**src/rtl/fifo_pkg.sv**
```systemverilog
// Shared constants for fifo_param: flag bit positions, error-bit indices and the
// occupancy-to-flag decode used by the top level.
package fifo_pkg;

  // Extra read-valid pipeline stages beyond the RAM's registered read port.
  localparam int RD_STAGES = 0;

  localparam int FLG_EMPTY = 0;
  localparam int FLG_FULL  = 1;
  localparam int FLG_AE    = 2;
  localparam int FLG_AF    = 3;
  localparam int FLG_PAUSA = 4;
  localparam int FLG_W     = 5;

  typedef enum logic {
    ERR_OVF = 1'b0,
    ERR_UNF = 1'b1
  } err_idx_e;

  localparam int ERR_W = 2;

  typedef struct packed {
    logic push;
    logic pop;
  } fifo_req_t;

  // Thresholds are compared in full integer width so an out-of-range af_th
  // (above depth) simply never matches instead of aliasing.
  function automatic logic [FLG_W-1:0] flag_decode(input int unsigned cnt,
                                                   input int unsigned depth,
                                                   input int unsigned af,
                                                   input int unsigned ae);
    logic [FLG_W-1:0] f;
    f            = '0;
    f[FLG_EMPTY] = (cnt == 0);
    f[FLG_FULL]  = (cnt == depth);
    f[FLG_AE]    = (cnt != 0) && (cnt <= ae);
    f[FLG_AF]    = !f[FLG_FULL] && (cnt >= af);
    f[FLG_PAUSA] = f[FLG_AF] | f[FLG_FULL];
    return f;
  endfunction

endpackage

```
**src/rtl/fifo_ram_2p.sv**
```systemverilog
// Simple dual-port RAM: one write port, one registered read port, single clock.
// Storage is not reset; only the read register is.
module fifo_ram_2p #(
  parameter int DATA_WIDTH = 6,
  parameter int ADDR_WIDTH = 2
) (
  input  logic                  clk,
  input  logic                  rst_n,
  input  logic                  we,
  input  logic [ADDR_WIDTH-1:0] waddr,
  input  logic [DATA_WIDTH-1:0] wdata,
  input  logic                  re,
  input  logic [ADDR_WIDTH-1:0] raddr,
  output logic [DATA_WIDTH-1:0] rdata
);

  logic [DATA_WIDTH-1:0] mem [2**ADDR_WIDTH];

  always_ff @(posedge clk) begin
    if (we) mem[waddr] <= wdata;
  end

  // rdata holds its last value when no read is issued.
  always_ff @(posedge clk or negedge rst_n) begin
    if (!rst_n)  rdata <= '0;
    else if (re) rdata <= mem[raddr];
  end

endmodule

```
**src/rtl/fifo_param.sv**
```systemverilog
// Parameterized synchronous FIFO with occupancy flags and error reporting.
// Define FIFO_PARAM_ERR_STICKY_EN to make err_overflow/err_underflow latch until reset.
module fifo_param
  import fifo_pkg::*;
#(
  parameter int DATA_WIDTH = 6,
  parameter int ADDR_WIDTH = 2
) (
  input  logic                  clk,
  input  logic                  reset_L,
  input  logic                  push,
  input  logic                  pop,
  input  logic [DATA_WIDTH-1:0] data_in,
  input  logic [ADDR_WIDTH:0]   af_th,
  input  logic [ADDR_WIDTH:0]   ae_th,
  output logic [DATA_WIDTH-1:0] data_out,
  output logic                  data_valid,
  output logic [ADDR_WIDTH:0]   count,
  output logic                  fifo_empty,
  output logic                  fifo_full,
  output logic                  almost_empty,
  output logic                  almost_full,
  output logic                  pausa,
  output logic                  err_overflow,
  output logic                  err_underflow
);

  localparam int DEPTH = 2**ADDR_WIDTH;

  fifo_req_t             req;
  logic                  push_ok, pop_ok;
  logic [ADDR_WIDTH-1:0] wr_ptr, rd_ptr;
  logic [ADDR_WIDTH:0]   count_q;
  logic [FLG_W-1:0]      flags;
  logic [ERR_W-1:0]      err_set, err_q;
  logic [RD_STAGES:0]    vld_pipe;

  assign req = '{push: push, pop: pop};

  assign flags = flag_decode(32'(count_q), DEPTH, 32'(af_th), 32'(ae_th));

  assign fifo_empty   = flags[FLG_EMPTY];
  assign fifo_full    = flags[FLG_FULL];
  assign almost_empty = flags[FLG_AE];
  assign almost_full  = flags[FLG_AF];
  assign pausa        = flags[FLG_PAUSA];
  assign count        = count_q;

  // Pop on empty is rejected even with a concurrent push: no fall-through.
  assign push_ok = req.push && !fifo_full;
  assign pop_ok  = req.pop  && !fifo_empty;

  always_comb begin
    err_set          = '0;
    err_set[ERR_OVF] = req.push && fifo_full;
    err_set[ERR_UNF] = req.pop  && fifo_empty;
  end

  always_ff @(posedge clk or negedge reset_L) begin
    if (!reset_L) begin
      wr_ptr  <= '0;
      rd_ptr  <= '0;
      count_q <= '0;
    end else begin
      if (push_ok) wr_ptr <= wr_ptr + ADDR_WIDTH'(1);
      if (pop_ok)  rd_ptr <= rd_ptr + ADDR_WIDTH'(1);
      case ({push_ok, pop_ok})
        2'b10:   count_q <= count_q + (ADDR_WIDTH+1)'(1);
        2'b01:   count_q <= count_q - (ADDR_WIDTH+1)'(1);
        default: count_q <= count_q;
      endcase
    end
  end

  always_ff @(posedge clk or negedge reset_L) begin
    if (!reset_L) begin
      err_q <= '0;
    end else begin
`ifdef FIFO_PARAM_ERR_STICKY_EN
      err_q <= err_q | err_set;
`else
      err_q <= err_set;
`endif
    end
  end

  assign err_overflow  = err_q[ERR_OVF];
  assign err_underflow = err_q[ERR_UNF];

  // Valid tracks the RAM read latency; extra stages only if RD_STAGES grows.
  always_ff @(posedge clk or negedge reset_L) begin
    if (!reset_L) begin
      vld_pipe <= '0;
    end else begin
      vld_pipe[0] <= pop_ok;
      for (int i = 1; i <= RD_STAGES; i++) vld_pipe[i] <= vld_pipe[i-1];
    end
  end

  assign data_valid = vld_pipe[RD_STAGES];

  fifo_ram_2p #(
    .DATA_WIDTH (DATA_WIDTH),
    .ADDR_WIDTH (ADDR_WIDTH)
  ) u_ram (
    .clk   (clk),
    .rst_n (reset_L),
    .we    (push_ok),
    .waddr (wr_ptr),
    .wdata (data_in),
    .re    (pop_ok),
    .raddr (rd_ptr),
    .rdata (data_out)
  );

endmodule

```
**config.mk**
```make
export PLATFORM = sky130hd
export DESIGN_NAME = fifo_param
export DESIGN_NICKNAME = d
export VERILOG_FILES = /design/src/rtl/fifo_pkg.sv /design/src/rtl/fifo_ram_2p.sv /design/src/rtl/fifo_param.sv
export SDC_FILE = /design/constraint.sdc
export NUM_CORES = 1
export LEC_CHECK = 0
export ABC_AREA = 0
export CAP_MARGIN = 20
export CORE_MARGIN = 4
export CORE_UTILIZATION = 46
export DETAILED_ROUTE_END_ITERATION = 10
export GPL_TIMING_DRIVEN = 1
export PLACE_DENSITY = 0.75
export SETUP_SLACK_MARGIN = 0.02
export SYNTH_ARGS = -nofsm -noshare
export SYNTH_HDL_FRONTEND = slang
export SYNTH_SLANG_ARGS = --single-unit
```
**constraint.sdc**
```tcl
create_clock -name clk -period 1.8 [get_ports clk]
set_input_delay 0.45 -clock clk [delete_from_list [all_inputs] [get_ports clk]]
set_output_delay 0.45 -clock clk [all_outputs]
set_load 0.005 [all_outputs]
```
After elaboration in Yosys (flattened, before gate mapping)
Memory sizes are Yosys's and may differ from the RTL's. A register that Yosys moved wholly into a read port is not among the register bits.
Index checks and enable logic that the tools add are counted.
Storage, ports and cells
  register bits: 10
  latch bits: 0
  memory bits (writable): 24
  bits in read-only memories: 0
  input port bits: 16
  output and inout bits: 17
  word-level logic and storage cells: 31
  memories: 1
Operators by class
  add/sub/neg operators: 4
  $mul: 0
  divide/modulo/power cells: 0
  $lt $le $gt $ge: 2
  eq/ne operators: 3
  shift operators: 0
  multiplexer cells: 3
  bitwise logic cells: 1
  reduce and logical (&&, ||, !) cells: 12
Memory list
  u_ram.mem: words 4, bits a word 6, read ports 1, clocked after Yosys merged registers in 1, wr ports 1, RTL line fifo_ram_2p.sv:17  | logic [DATA_WIDTH-1:0] mem [2**ADDR_WIDTH];
Operators by type and width (count)
  $logic_and A1 B1 Y1: 6
  $pmux W3 S2: 1
  $add A2 B1 Y2 const B: 2
  $add A3 B1 Y3 const B: 1
  $eq A3 B3 Y1 const B: 1
  $ge A3 B3 Y1: 1
  $le A3 B3 Y1: 1
  $logic_not A1 Y1: 3
  $logic_not A3 Y1: 1
  $reduce_bool A3 Y1: 1
  $sub A3 B1 Y3 const B: 1
  $eq A2 B1 Y1 const B: 1
  $eq A2 B2 Y1 const B: 1
  $mux W1: 2
  $reduce_bool A2 Y1: 1
  $or A1 B1 Y1: 1

Logic depth before layout (Yosys ltp)
Gate-level depths: netlist (run 1).
  depth in word-level cells: 5
  gate-level depth with buffers: 11

Modules after synthesis
From an unflattened synthesis (run 1), not the netlist that was laid out.
Unflattened totals
  cell total of the unflattened synthesis: 116
  area, all modules: 1717.9 µm²
Modules (own cells, without submodules)
  fifo_ram_2p: times used 1, cells each 62, area an instance 1132.3 µm², seq. area each 870.8 µm²
  fifo_param: times used 1, cells each 54, area an instance 585.6 µm², seq. area each 250.2 µm²

Worst setup path before layout (run 1)
No wires, ideal clock.
  path type: reg2reg
  start point: register count_q[1] (netlist: count[1])
  end point: register count_q[2] (netlist: count[2])
  setup time: 79 ps
  arrival: 1852 ps
  path slack: -131 ps
  stages on the path, launching flop included: 12
  buffers on the path: 1
  cell sequence: dfrtp_1 -> inv_1 -> and3_1 -> buf_6 -> nor2b_4 -> inv_1 -> ha_1 -> inv_1 -> fa_1 -> xor2_1 -> nor2_1 -> xor2_1
On the way
  cells in the longest elaborated chain, start to end: 5
  elaborated cells between the ends (all ways): 12
  classes of those cells: add/sub: 2; eq/ne: 3; mux: 1; reduce/logical: 6
Ends and longest elaborated chain
  start, declared: RTL line fifo_param.sv:33  | logic [ADDR_WIDTH:0] count_q;
  start signal, assigned: RTL line fifo_param.sv:68  | 2'b10: count_q <= count_q + (ADDR_WIDTH+1)'(1);
  start signal, assigned: RTL line fifo_param.sv:69  | 2'b01: count_q <= count_q - (ADDR_WIDTH+1)'(1);
  start signal, assigned: RTL line fifo_param.sv:70  | default: count_q <= count_q;
  $eq A3 B3 Y1 (*): RTL line fifo_pkg.sv:36  | f[FLG_FULL] = (cnt == depth);
  via fifo_full: RTL line fifo_param.sv:20  | output logic fifo_full,
  $logic_not A1 Y1 (*): RTL line fifo_param.sv:50  | assign push_ok = req.push && !fifo_full;
  $logic_and A1 B1 Y1 (*): RTL line fifo_param.sv:50
  $eq A2 B1 Y1 / $eq A2 B2 Y1 (equally long branches): RTL line fifo_param.sv:67  | case ({push_ok, pop_ok})
  $pmux W3 S2 / $reduce_bool A2 Y1 (equally long branches)
Mark *: on every way through the listed nets, which the timed path passes. The rest lies on a longest branch.
A chain may end at the register's enable or synchronous reset.

Worst setup path in the final report (run 1)
  start point: input port af_th[2]
  end point: output port pausa
On the way
  cells in the longest elaborated chain, start to end: 3
Ends and longest elaborated chain
  start, declared: RTL line fifo_param.sv:14  | input logic [ADDR_WIDTH:0] af_th,
  $ge A3 B3 Y1: RTL line fifo_pkg.sv:38  | f[FLG_AF] = !f[FLG_FULL] && (cnt >= af);
  $logic_and A1 B1 Y1: RTL line fifo_pkg.sv:38
  $or A1 B1 Y1: RTL line fifo_pkg.sv:39  | f[FLG_PAUSA] = f[FLG_AF] | f[FLG_FULL];
  end, declared: RTL line fifo_param.sv:23  | output logic pausa,
No other way between the ends.

==> key figures, run 1 <==
Status
  – Outcome: finished with violations
  – Failing checks: setup timing

Die
  – I/O pin cnt: 33
  – Die W: 70.2 µm
  – Die Height: 70.2 µm
  – # rows: 22
  – Initial Util: 0.482
  – Die area: 0.00492 mm²
  – Placeable Area: 0.00369 mm²

Routing
  – Drt pass-1 iters: 2
  – DR WL met3: 140 µm
  – Vias: 1083
  – Residual DRC: 0
  – DRT antenna net count: 0
  – Overall routed net length: 3.46 mm
  – DRT iter0 DRCs: 58
  – Post-DR wirelength/cell: 15.5 µm
  – WL met1: 1.36 mm
  – Uppermost routed layer: met4
  – Vias per std cell: 4.83
  – Met2 WL: 1.89 mm

Global routing
  – Initial antenna violation count: 0
  – First-pass GRT wire length: 5.62 mm
  – Pin count of the biggest net entering global routing: 17
  – Remaining global-route overflow: 0
  – Vias in the first global route: 1153
  – GRT Total Usage: 0.152

Timing
  – Final Skew: 0.00335 ns
  – Final Setup Violations: 5
  – Slew @ Worst Pin: 0.469 ns
  – RSZ-0062 raised after global routing: yes
  – Final hold vios: 0
  – Final Worst Setup Slack: -0.240 ns
  – Period Utilization, post-route: 1.13
  – Slew Limit Fails: 0
  – Fmax: 0.490 GHz
  – Worst rel slew slack: 0.687
  – TNS Setup: -0.923 ns
  – Final worst path period need: 2.04 ns

Layout
  – Fillers: 254
  – Ant. Diodes: 0
  – Area of the multi-input gates: 671 µm²
  – Layout Nets: 203
  – Register area: 0.00112 mm²
  – Share of cells above drive strength 1: 0.369
  – Final Util: 0.679
  – P&R area growth vs syn: 41.0%

Power and ir drop
  – LEAKAGE: 1.06 nW
  – Cell Pwr Density: 1670 mW/mm²
  – Max IR drop VDD: 0.707 mV

Logic synthesis
  – Post-synth top area share: 0.406
  – Yosys warns: 0
  – Cell taking the most area after synthesis: edfxtp_1
  – Synth Instances: 122
  – Ys async rst share: 0.400
  – EDFF count, synth: 24
  – Mapped Area: 0.00178 mm²
  – Syn nets: 150
  – Sequential fraction of the synthesis area: 0.631
  – Area contributors post-synth: edfxtp_1, dfrtp_1, ha_1
  – Mean Syn Cell Area: 14.6 µm²
  – Main flop type after synthesis: edfxtp_1
  – Yosys reg bits: 40
  – Unique cell type count in the Yosys netlist: 27

Placed design
  – PortBufs: 32
  – Final HPWL DP: 2.42 mm
  – GP Congestion: 0.678

Critical path
  – FF-to-FF path depth: 11
  – WS Path Type: in2out
  – CP Launch Type: primary input
  – Setup crit end kind: primary output
  – Worst EP required: 1.35 ns
  – CP Data Arrival Time: 1.59 ns
  – Worst-path maximum fanout: 2

Clock tree
  – # clock sinks: 40
  – CTS tree: done
  – Worst-Skew Late Latency: 0.29 ns
  – CTS H-tree depth: 2
  – CTS Buf Count: 5
  – Clock-pin slew on the worst setup and hold paths: 0.07 ns
  – Root Buffer Master: clkbuf_8
  – Post-CTS Hold Fix Bufs: 0
  – Max clock buf depth: 2

Worst hold path
  – HP Class: in2async

Flow run
  – MaxCap Viol Count: 0
==> cell families (layout without fill, tap and decap cells) <==
family,Yosys count,count (layout),share of synthesized area
fa+ha+maj,12,12,0.0887
simple gates,37,37,0.108
buf+inv,15,69,0.0422
compound gates,5,5,0.0155
mux,7,7,0.0845
flops,40,40,0.631
xor+xnor,6,6,0.0296
==> through the flow <==
stage               std cells  worst slack, ns  total power [mW]  hold slack, ns  cell area [µm²]
finish                    224           -0.240              4.18           0.481             2500
global route              224           -0.327              4.45           0.490             2500
CTS                       222           -0.246              4.07           0.482             2450
detailed placement        209           -0.901              3.11           0.467             2250
global placement          209           -0.825              3.01           0.456             2250
floorplan                 122          -0.0922              2.36           0.154             1820
==> layout make-up <==
class	instances	area share
Sequential cell	40	0.449
Multi-Input combinational cell	67	0.268
Timing Repair Buffer	50	0.186
Clock buffer	6	0.0290
Clock inverter	2	0.0240
Tap cell	48	0.0240
Inverter	11	0.0205
==> registers in the layout (all words and copies together) (netlist names) <==
| signal | flops |
|---|---|
| count | 3 |
| u_ram.rdata | 6 |
| u_ram.mem | 24 |
| data_valid | 1 |
| wr_ptr | 2 |
| rd_ptr | 2 |
| err_q | 2 |
==> final timing paths <==
check	from	to	slack, ns
setup / recovery	af_th[2]	pausa	-0.24
hold / removal	reset_L	u_ram.rdata[5]$_DFFE_PN0P_	0.48
setup reg to reg	count[1]$_DFFE_PN0P_	count[2]$_DFFE_PN0P_	-0.16
hold reg to reg	u_ram.rdata[4]$_DFFE_PN0P_	u_ram.rdata[4]$_DFFE_PN0P_	0.48
max in group asynchronous	reset_L	count[2]$_DFFE_PN0P_	1.11
min in group clk	u_ram.rdata[4]$_DFFE_PN0P_	u_ram.rdata[4]$_DFFE_PN0P_	0.48
==> cells in the mapped netlist (2+ instances only) <==
cell,number
dfrtp_1,16
o21ai_0,2
mux4_2,6
and2_2,5
xor2_1,2
xnor2_1,4
ha_1,11
inv_1,9
a21oi_1,2
nand2_1,20
buf_6,2
nand2b_1,4
edfxtp_1,24
nor2_1,2
==> layout by cell type (no fill, tap or decap), types with 2 or more instances in the layout <==
cell             count
ha_4                 4
inv_4                2
inv_2                4
buf_2                3
nor2_1               2
bufinv_16            2
xnor2_1              4
dfrtp_2              3
o21ai_2              2
nand2_1             20
xor2_1               2
dlygate4sd2_1        5
clkbuf_8             5
clkdlybuf4s50_1     21
mux4_2               6
and2_2               5
buf_4               11
dfrtp_1             13
inv_1                4
nand2b_4             2
edfxtp_1            24
nand2b_1             2
buf_6                9
ha_1                 7
==> power breakdown <==
part / internal [mW] / switching [mW] / total, mW
Sequential: 1.27 / 0.230 / 1.50
Clock: 0.554 / 0.295 / 0.849
Combinational: 1.09 / 0.735 / 1.83
==> worst max-delay path, stage by stage <==
cell and delay, ns:
clkdlybuf4s50_1 0.45, inv_1 0.04, ha_1 0.29, a21oi_2 0.16, nand2b_1 0.07, buf_2 0.12
==> repair_timing <==
action / in CTS / in global routing
endpoints found under the setup margin: 8 / 8
pin swaps: 13 / 9
resized for setup: 37 / 11
buffers inserted: 5 / 2
==> routing by layer <==
layer  vias up  global-route usage
li1        516                   -
met1       539               0.173
met2        19               0.261
met3         9              0.0547
met4         0              0.0574
met5         -                   0
Note: power is estimated with default switching activity, not from simulation.
==> run 2: changes to the inputs <==
- CTS_CLUSTER_SIZE: default -> 20
- RECOVER_POWER: default -> 100
==> run 2 against run 1 <==
The flow still finishes with violations (setup timing). Cell count stayed put. Global-route usage did not move. Power decreased by 1.9%. Worst hold slack better by 0.00076 ns. Largest cell class unchanged. First-iteration DRC count is 3.4% lower.
==> key figures, run 2 (synthesized netlist as in run 1, its figures left out) <==
Worst hold path
  – Worst Min Path Start: u_ram.rdata[4]$_DFFE_PN0P_
  – HP Class: reg2reg (was in2async)

Power and ir drop
  – Switching share of power: 0.305 (was 0.302)
  – Cell Pwr Density: 1660 mW/mm² (was 1670 mW/mm²)
  – Part of the power in registers: 0.364 (was 0.359)
  – Switching Power: 1.25 mW (was 1.26 mW)
  – Max IR drop VDD: 0.703 mV (was 0.707 mV)
  – LEAKAGE: 1.05 nW (was 1.06 nW)
  – Comb power frac: 0.429 (was 0.438)
  – Clock share of power: 0.207 (was 0.203)
  – Internal: 2.85 mW (was 2.92 mW)

Routing
  – Residual DRC: 0 (unchanged)
  – Drt pass-1 iters: 2 (unchanged)
  – DRT antenna net count: 0 (unchanged)
  – DRT iter0 DRCs: 56 (was 58)
  – Vias per std cell: 4.87 (was 4.83)
  – Post-DR wirelength/cell: 15.4 µm (was 15.5 µm)
  – Overall routed net length: 3.45 mm (was 3.46 mm)
  – Vias: 1091 (was 1083)

Timing
  – Fmax: 0.491 GHz (was 0.490 GHz)
  – Final hold vios: 0 (unchanged)
  – Slew @ Worst Pin: 0.933 ns (was 0.469 ns)
  – RSZ-0062 raised after global routing: yes (unchanged)
  – Final worst path period need: 2.03 ns (was 2.04 ns)
  – Period Utilization, post-route: 1.13 (about the same)
  – Final Skew: 0.00340 ns (was 0.00335 ns)
  – Hold WS: 0.482 ns (was 0.481 ns)
  – Final Worst Setup Slack: -0.235 ns (was -0.240 ns)
  – Slew Limit Fails: 0 (unchanged)
  – Worst rel slew slack: 0.378 (was 0.687)
  – TNS Setup: -0.992 ns (was -0.923 ns)
  – Final Setup Violations: 6 (was 5)

Flow run
  – MaxCap Viol Count: 0 (unchanged)

Layout
  – P&R area growth vs syn: 39.2% (was 41.0%)
  – Most frequent cells in the layout: edfxtp_1, nand2_1, dfrtp_1, dlygate4sd3_1, clkdlybuf4s50_1 (was edfxtp_1, clkdlybuf4s50_1, nand2_1, dfrtp_1, buf_4)
  – Layout Nets: 203 (unchanged)
  – Most flops, register: u_ram.mem (unchanged)
  – Max reg flops: 24 (unchanged)
  – Fillers: 263 (was 254)
  – Most common cell after layout, fill and taps aside: edfxtp_1 (unchanged)
  – Share of cells above drive strength 1: 0.341 (was 0.369)
  – Ant. Diodes: 0 (unchanged)

Critical path
  – RR Endpoint: count[2]$_DFFE_PN0P_ (unchanged)
  – Critical Path Sink: pausa (unchanged)
  – Worst EP required: 1.35 ns (about the same)
  – CP Data Arrival Time: 1.58 ns (was 1.59 ns)
  – FF-to-FF path depth: 11 (unchanged)
  – CP Launch Type: primary input (unchanged)
  – Setup crit end kind: primary output (unchanged)
  – WS Path Type: in2out (unchanged)
  – Critical Path Source: af_th[2] (unchanged)
  – Worst-path maximum fanout: 2 (unchanged)
  – Flop-to-flop setup slack: -0.19 ns (was -0.16 ns)
  – R2r startpoint: count[1]$_DFFE_PN0P_ (unchanged)

Status
  – Failing checks: setup timing (unchanged)
  – Outcome: finished with violations (unchanged)

Placed design
  – PortBufs: 32 (unchanged)
  – Final HPWL DP: 2.42 mm (unchanged)
  – GP Congestion: 0.678 (unchanged)

Global routing
  – Remaining global-route overflow: 0 (unchanged)
  – Pin count of the biggest net entering global routing: 17 (unchanged)
  – GR Util met1: 0.173 (unchanged)
  – First-pass GRT wire length: 5.62 mm (unchanged)
  – Grt met3 use: 0.0547 (unchanged)
  – GRT met2 Usage: 0.261 (unchanged)
  – GRT Total Usage: 0.152 (unchanged)
  – Busiest grt layer: met2 (unchanged)
  – Vias in the first global route: 1153 (unchanged)
  – Initial antenna violation count: 0 (unchanged)

Clock tree
  – Clock-pin slew on the worst setup and hold paths: 0.07 ns (about the same)
  – CTS H-tree depth: 2 (unchanged)
  – Worst-Skew Late Latency: 0.29 ns (about the same)
  – CTS tree: done (unchanged)
  – Post-CTS Hold Fix Bufs: 0 (unchanged)
  – Root Buffer Master: clkbuf_8 (unchanged)
  – # clock sinks: 40 (unchanged)
  – Max clock buf depth: 2 (unchanged)
  – CTS Buf Count: 5 (unchanged)

Die
  – Die area: 0.00492 mm² (unchanged)
  – Die Height: 70.2 µm (unchanged)
  – Placeable Area: 0.00369 mm² (unchanged)
  – Die W: 70.2 µm (unchanged)
  – Initial Util: 0.482 (unchanged)
  – I/O pin cnt: 33 (unchanged)
  – # rows: 22 (unchanged)
run 2: changes by cell type in the layout (fill, tap and decap cells not counted):
cell	before	now
nand2b_1	2	3
dlygate4sd3_1	0	11
buf_6	9	7
buf_4	11	8
clkbuf_1	1	5
clkdlybuf4s50_1	21	10
nand2b_4	2	1
clkbuf_2	0	1
run 2: power by group through the flow:
| stage | registers, mW | logic, mW | clock network (mW) |
|---|---|---|---|
| after floorplan | 1.44 | 0.921 | 0 |
| after CTS | 1.50 | 1.70 | 0.861 |
| after global placement | 1.48 | 1.53 | 0 |
| final | 1.49 | 1.76 | 0.848 |
| after global routing | 1.53 | 1.93 | 0.908 |
| after detailed placement | 1.51 | 1.60 | 0 |
run 2: what timing repair did:
action                                 in CTS  in global routing
gates resized for setup                    37                 11
setup endpoints to repair                   8                  8
pin swaps                                  13                  9
endpoints found under the hold margin       0                  0
buffers inserted                            5                  2
run 2: layout make-up:
class | instances | area, µm² | area share
clock buffers | 6 | 72.6 | 0.0294
clock inverters | 2 | 60.1 | 0.0243
inverters | 11 | 51.3 | 0.0207
multi-input cells | 67 | 663 | 0.268
flip-flops and latches | 40 | 1120 | 0.455
well taps | 48 | 60.1 | 0.0243
repair buffers | 50 | 440 | 0.178
run 2: metrics by stage:
stage          total power, mW  instances  cell area, µm²  setup slack (ns)   util
4_1_cts                   4.07        222            2450            -0.246  0.665
5_1_grt                   4.37        224            2470            -0.327  0.670
3_3_place_gp              3.01        209            2250            -0.825  0.610
6_report                  4.10        224            2470            -0.235  0.670
2_1_floorplan             2.36        122            1820           -0.0922      -
3_5_place_dp              3.11        209            2250            -0.901  0.610
run 2: critical path: stages:
cell,delay [ns]
clkdlybuf4s50_1,0.45
inv_1,0.04
ha_1,0.29
a21oi_2,0.16
nand2b_1,0.07
buf_2,0.12
run 2: worst min-delay path by stage:
stage	end	slack [ns]	cells past startpoint
3_3_place_gp	u_ram.rdata[0]$_DFFE_PN0P_	0.46	2
4_1_cts	wr_ptr[0]$_DFFE_PN0P_	0.48	2
3_5_place_dp	u_ram.rdata[4]$_DFFE_PN0P_	0.47	2
5_1_grt	u_ram.rdata[0]$_DFFE_PN0P_	0.51	2
6_report	u_ram.rdata[4]$_DFFE_PN0P_	0.48	2
2_1_floorplan	count[0]$_DFFE_PN0P_	0.15	0
run 2: routing by layer:
metal	up-vias	part of all wire	wire length, µm
met2	19	0.55	1910
li1	516	-	-
met1	547	0.39	1330
met3	9	0.040	139
met4	0	0.020	70
met5	-	0	0
